**src/rtl/seq_pkg.sv**
```systemverilog
// Shared types and default sizing for the serial-pattern job scheduler.
package seq_pkg;

    typedef enum logic [2:0] {
        S_IDLE,
        S_LOAD,
        S_SHIFT,
        S_WAIT,
        S_DONE
    } state_t;

    localparam int DEF_N_REQ    = 4;
    localparam int DEF_SEQ_W    = 4;
    localparam int DEF_WAIT_CYC = 2;

endpackage

```
**src/rtl/seq_scheduler_rr_arbiter.sv**
```systemverilog
// Combinational round-robin selector: prio is the first index considered
// (one past the last grant); returns a one-hot winner, or zero when idle.
module rr_arbiter
    import seq_pkg::*;
#(
    parameter int N_REQ = DEF_N_REQ,
    localparam int IW   = (N_REQ > 1) ? $clog2(N_REQ) : 1
) (
    input  logic [N_REQ-1:0] req,
    input  logic [IW-1:0]    prio,
    output logic [N_REQ-1:0] win
);

    logic w_found;

    // Two passes: indices at/after prio first, then the wrapped-around remainder.
    always_comb begin
        win     = '0;
        w_found = 1'b0;
        for (int unsigned i = 0; i < N_REQ; i++) begin
            if (!w_found && req[i] && (i >= 32'(prio))) begin
                win[i]  = 1'b1;
                w_found = 1'b1;
            end
        end
        for (int unsigned i = 0; i < N_REQ; i++) begin
            if (!w_found && req[i]) begin
                win[i]  = 1'b1;
                w_found = 1'b1;
            end
        end
    end

endmodule

```
**src/rtl/seq_scheduler.sv**
```systemverilog
// Grants one requester at a time, streams its pattern LSB-first to an external
// sequence detector, then reports whether the detector matched in the response window.
module seq_scheduler
    import seq_pkg::*;
#(
    parameter int N_REQ    = DEF_N_REQ,
    parameter int SEQ_W    = DEF_SEQ_W,
    parameter int WAIT_CYC = DEF_WAIT_CYC
) (
    input  logic                   clk,
    input  logic                   reset,
    input  logic [N_REQ-1:0]       req,
    input  logic [N_REQ*SEQ_W-1:0] pat,
    output logic [N_REQ-1:0]       gnt,
    output logic                   a,
    output logic                   det_clr,
    input  logic                   det_valid,
    output logic                   done,
    output logic                   hit,
    output logic                   busy
);

    localparam int IW = (N_REQ > 1) ? $clog2(N_REQ) : 1;
    localparam int BW = (SEQ_W > 1) ? $clog2(SEQ_W) : 1;
    localparam int WW = (WAIT_CYC > 1) ? $clog2(WAIT_CYC) : 1;

    state_t           r_state;
    logic [IW-1:0]    r_ptr;
    logic [SEQ_W-1:0] r_shift;
    logic [BW-1:0]    r_bcnt;
    logic [WW-1:0]    r_wcnt;
    logic             r_hacc;

    logic [N_REQ-1:0] w_win;
    logic [IW-1:0]    w_win_idx;
    logic [IW-1:0]    w_next_ptr;
    logic [SEQ_W-1:0] w_win_pat;

    rr_arbiter #(.N_REQ(N_REQ)) u_arb (
        .req  (req),
        .prio (r_ptr),
        .win  (w_win)
    );

    always_comb begin
        w_win_idx = '0;
        w_win_pat = '0;
        for (int unsigned i = 0; i < N_REQ; i++) begin
            if (w_win[i]) begin
                w_win_idx = IW'(i);
                w_win_pat = pat[i*SEQ_W +: SEQ_W];
            end
        end
        w_next_ptr = (w_win_idx == IW'(N_REQ - 1)) ? '0 : w_win_idx + 1'b1;
    end

    always_ff @(posedge clk) begin
        if (reset) begin
            r_state <= S_IDLE;
            r_ptr   <= '0;
            r_shift <= '0;
            r_bcnt  <= '0;
            r_wcnt  <= '0;
            r_hacc  <= 1'b0;
            gnt     <= '0;
            a       <= 1'b0;
            det_clr <= 1'b1;
            done    <= 1'b0;
            hit     <= 1'b0;
            busy    <= 1'b0;
        end else begin
            case (r_state)
                S_IDLE: begin
                    a       <= 1'b0;
                    det_clr <= 1'b0;
                    if (|req) begin
                        r_state <= S_LOAD;
                        r_ptr   <= w_next_ptr;
                        r_shift <= w_win_pat;
                        r_hacc  <= 1'b0;
                        gnt     <= w_win;
                        det_clr <= 1'b1;
                        hit     <= 1'b0;
                        busy    <= 1'b1;
                    end
                end
                S_LOAD: begin
                    r_state <= S_SHIFT;
                    r_bcnt  <= '0;
                    det_clr <= 1'b0;
                    a       <= r_shift[0];
                    r_shift <= r_shift >> 1;
                end
                S_SHIFT: begin
                    // a already carries bit r_bcnt; the final bit's cycle hands off to WAIT.
                    if (r_bcnt == BW'(SEQ_W - 1)) begin
                        r_state <= S_WAIT;
                        r_wcnt  <= '0;
                        a       <= 1'b0;
                    end else begin
                        r_bcnt  <= r_bcnt + 1'b1;
                        a       <= r_shift[0];
                        r_shift <= r_shift >> 1;
                    end
                end
                S_WAIT: begin
                    r_hacc <= r_hacc | det_valid;
                    if (r_wcnt == WW'(WAIT_CYC - 1)) begin
                        r_state <= S_DONE;
                        done    <= 1'b1;
                        hit     <= r_hacc | det_valid;
                    end else begin
                        r_wcnt <= r_wcnt + 1'b1;
                    end
                end
                S_DONE: begin
                    r_state <= S_IDLE;
                    gnt     <= '0;
                    done    <= 1'b0;
                    hit     <= 1'b0;
                    busy    <= 1'b0;
                end
                default: begin
                    r_state <= S_IDLE;
                end
            endcase
        end
    end

endmodule
```
**config.mk**
```make
export PLATFORM = sky130hd
export DESIGN_NAME = seq_scheduler
export DESIGN_NICKNAME = d
export VERILOG_FILES = /design/src/rtl/seq_pkg.sv /design/src/rtl/seq_scheduler_rr_arbiter.sv /design/src/rtl/seq_scheduler.sv
export SDC_FILE = /design/constraint.sdc
export NUM_CORES = 1
export LEC_CHECK = 0
export ABC_AREA = 1
export BUFFER_PORTS_ARGS = -buffer_cell sky130_fd_sc_hd__buf_2
export CORE_MARGIN = 2
export CORE_UTILIZATION = 56
export CTS_CLUSTER_DIAMETER = 200
export DETAILED_ROUTE_END_ITERATION = 12
export HOLD_SLACK_MARGIN = 0.05
export PLACE_DENSITY = 0.95
export REMOVE_ABC_BUFFERS = 1
export SLEW_MARGIN = 15
export SYNTH_ARGS = -nofsm -noshare
export SYNTH_HDL_FRONTEND = slang
export SYNTH_SLANG_ARGS = --single-unit
```
**constraint.sdc**
```tcl
create_clock -name clk -period 4.5 [get_ports clk]
set_clock_uncertainty 0.1 [all_clocks]
set_input_delay 0.225 -clock clk [delete_from_list [all_inputs] [get_ports clk]]
set_output_delay 0.225 -clock clk [all_outputs]
set_load 0.05 [all_outputs]
```
==> results.yml <==
outcome:
  status: "complete, no violations"
die:
  start_util_pct: 57.7
  dieArea_mm2: 0.00263
  io_pins: 32
  die_h_um: 51.3
  row_count: 17
  core_area_mm2: 0.00217
  fp.dieW_um: 51.3
timing:
  setup_violations: 0
  finalCriticalPeriod_ns: 1.86
  slew_headroom_pct: 73.0
  fmax_ghz: 0.537
  worstMarginPinSlew_ns: 0.404
  period_share_pct: 41.4
  setup-tns-final_ns: 0
  rsz0062_at_grt: "false"
  hold_viol: 0
  slew_violations: 0
synth:
  yosysSeqAreaShare_pct: 35.2
  ys_seq_elements: 22
  syn-mean-instance-area_um2: 7.41
  yosysUniqueCellTypes: 25
  synthesis.instances: 169
  synth.cell_area_mm2: 0.00125
  yosys_warnings: 0
grt:
  grt.total_usage_pct: 23.7
  grt_first_pass_wirelength_mm: 4.66
  grt-ovfl-total: 0
  grt_max_degree: 15
  antenna_found_initial: 0
  grt_pass1_vias: 1134
cells_and_area:
  areaGrowthSynthToFinish_pct: 19.1
  n_antenna_cell: 0
  fillers: 182
  nets: 229
  drive_gt1_share_pct: 35.0
clocking:
  root_buffer: "clkbuf_4"
  path_clk_slew_ns: 0.12
  ctsHoldBuffers: 0
  cts_tree: "yes"
  numCtsBuffers: 3
  clk_latency_ns: 0.32
  cts_sinks: 22
  post_cts_buffers: 0
  ctsHtreeMaxLevel: 1
  cts_buffer_depth: 2
  ctsResizeCount: 0
placed_design:
  io_buffers: 31
  hpwl_mm: 2.16
  gp_congestion: 0.821
hold_path:
  min-delay-start: "det_valid"
  hold_path_class: "in2reg"
route:
  drt_pre_antenna_iters: 5
  vias: 1201
  wl_per_cell_um: 12.4
  drt_iter0_drc: 25
  drt-total-wl_mm: 2.85
  ant_nets: 0
  drc_errors: 0
  via_per_inst: 5.20
pwr:
  peakVddDrop_mv: 0.523
  power.total_mw: 1.02
  power.leakage_nw: 0.721
  powerDensity_mw_per_mm2: 687
worst_setup_path:
  cp.arrival_ns: 1.98
  cp-end-kind: "register"
  worstPathRequired_ns: 4.62
  cp_max_fo: 7
  r2r-start: "r_ptr[0]"
  crit_start: "r_ptr[0]"
  critPathLaunchType: "register"
  crit_type: "reg2reg"
job:
  maxCapViolCount: 0
## kinds of logic (layout without fill, tap and decap cells)
family | Yosys count | in the layout | synth area share (%)
AND/OR/NAND/NOR | 83 | 83 | 35.9
AO/OA/AOI/OAI | 39 | 39 | 19.7
buffers and inverters | 23 | 57 | 7.29
flip-flops | 22 | 22 | 35.2
adder cells (fa/ha/maj) | 2 | 2 | 2.00
## synthesized netlist by cell type
master | count | area (µm²)
inv_2 | 8 | 30.0
a21oi_2 | 6 | 52.6
dfxtp_1 | 22 | 440
ha_1 | 2 | 25.0
nand4_1 | 4 | 25.0
nand2_1 | 40 | 150
a21oi_1 | 20 | 100
o21bai_4 | 1 | 18.8
inv_1 | 13 | 48.8
nor2_2 | 1 | 6.26
o21ai_0 | 9 | 45.0
o22ai_1 | 1 | 6.26
inv_6 | 1 | 8.76
nand4_4 | 1 | 21.3
nand3_2 | 1 | 10.0
nor2_8 | 2 | 40.0
o21ai_4 | 1 | 16.3
o211ai_1 | 1 | 7.51
nand2_8 | 1 | 20.0
buf_1 | 1 | 3.75
nor2_1 | 16 | 60.1
nand3_1 | 4 | 20.0
nand2_2 | 10 | 62.6
nor2_4 | 1 | 11.3
nand2_4 | 2 | 22.5
## power by group
part	internal, mW	switching, mW	total [mW]
clock	0.0902	0.0621	0.152
combinational	0.178	0.385	0.563
sequential	0.260	0.0485	0.309
## area by class of cell
cell class              instances  area (µm²)  area share (%)
inverters                      22        87.6            5.87
well taps                      28        35.0            2.35
multi-input cells             124         721            48.3
flip-flops and latches         22         440            29.5
clock inverters                 1        30.0            2.01
repair buffers                 31         155            10.4
clock buffers                   3        22.5            1.51
## worst max-delay path, stage by stage, from the launching register on
cell and delay [ns]:
dfxtp_1 0.36, nor2_2 0.17, nand2_4 0.10, inv_2 0.07, nor2_1 0.05, o21bai_4 0.21
nor2_1 0.17, inv_1 0.06, ha_1 0.26, o21ai_0 0.17, a21oi_1 0.06
## registers in the layout (all words and copies together), names as in the netlist, 2 cells and up
name,count
gnt,4
r_shift,4
r_state,3
r_bcnt,2
r_ptr,2
## layout by cell type (no fill, tap or decap), types with 2 or more instances in the layout
cell / netlist / routed
nand2_1: 40 / 40
buf_2: 0 / 31
dfxtp_1: 22 / 22
a21oi_1: 20 / 20
nor2_1: 16 / 16
inv_1: 13 / 13
nand2_2: 10 / 10
o21ai_0: 9 / 9
inv_2: 8 / 8
a21oi_2: 6 / 6
nand3_1: 4 / 4
nand4_1: 4 / 4
clkbuf_4: 0 / 3
nand2_4: 2 / 2
nor2_8: 2 / 2
ha_1: 2 / 2
## metrics by stage
stage | setup slack (ns) | cell area [µm²] | std cells | hold WS [ns] | utilization [%]
2_1_floorplan | 2.85 | 1250 | 168 | 0.187 | -
3_3_place_gp | 2.80 | 1440 | 227 | 0.345 | 66.3
3_5_place_dp | 2.71 | 1440 | 227 | 0.354 | 66.3
4_1_cts | 2.67 | 1490 | 231 | 0.127 | 68.7
5_1_grt | 2.56 | 1490 | 231 | 0.155 | 68.7
6_report | 2.64 | 1490 | 231 | 0.140 | 68.7
## routing by layer
layer  vias to the layer above  global-route usage (%)  part of all wire (%)  wire length (µm)
met5                         -                       0                     0                 0
met4                         0                    9.65                   2.6                73
met3                        12                    3.80                   5.8               166
met2                        53                    43.9                    52              1490
met1                       523                    26.8                    39              1120
li1                        613                       -                     -                 -
## worst paths after layout
path | to | slack (ns) | depth (start not counted)
setup / recovery | r_ptr[1] | 2.64 | 10
hold / removal | hit | 0.14 | 3
setup reg to reg | r_ptr[1] | 2.64 | 10
hold reg to reg | r_hacc | 0.37 | 2
Power figures use the tool's default switching activity.
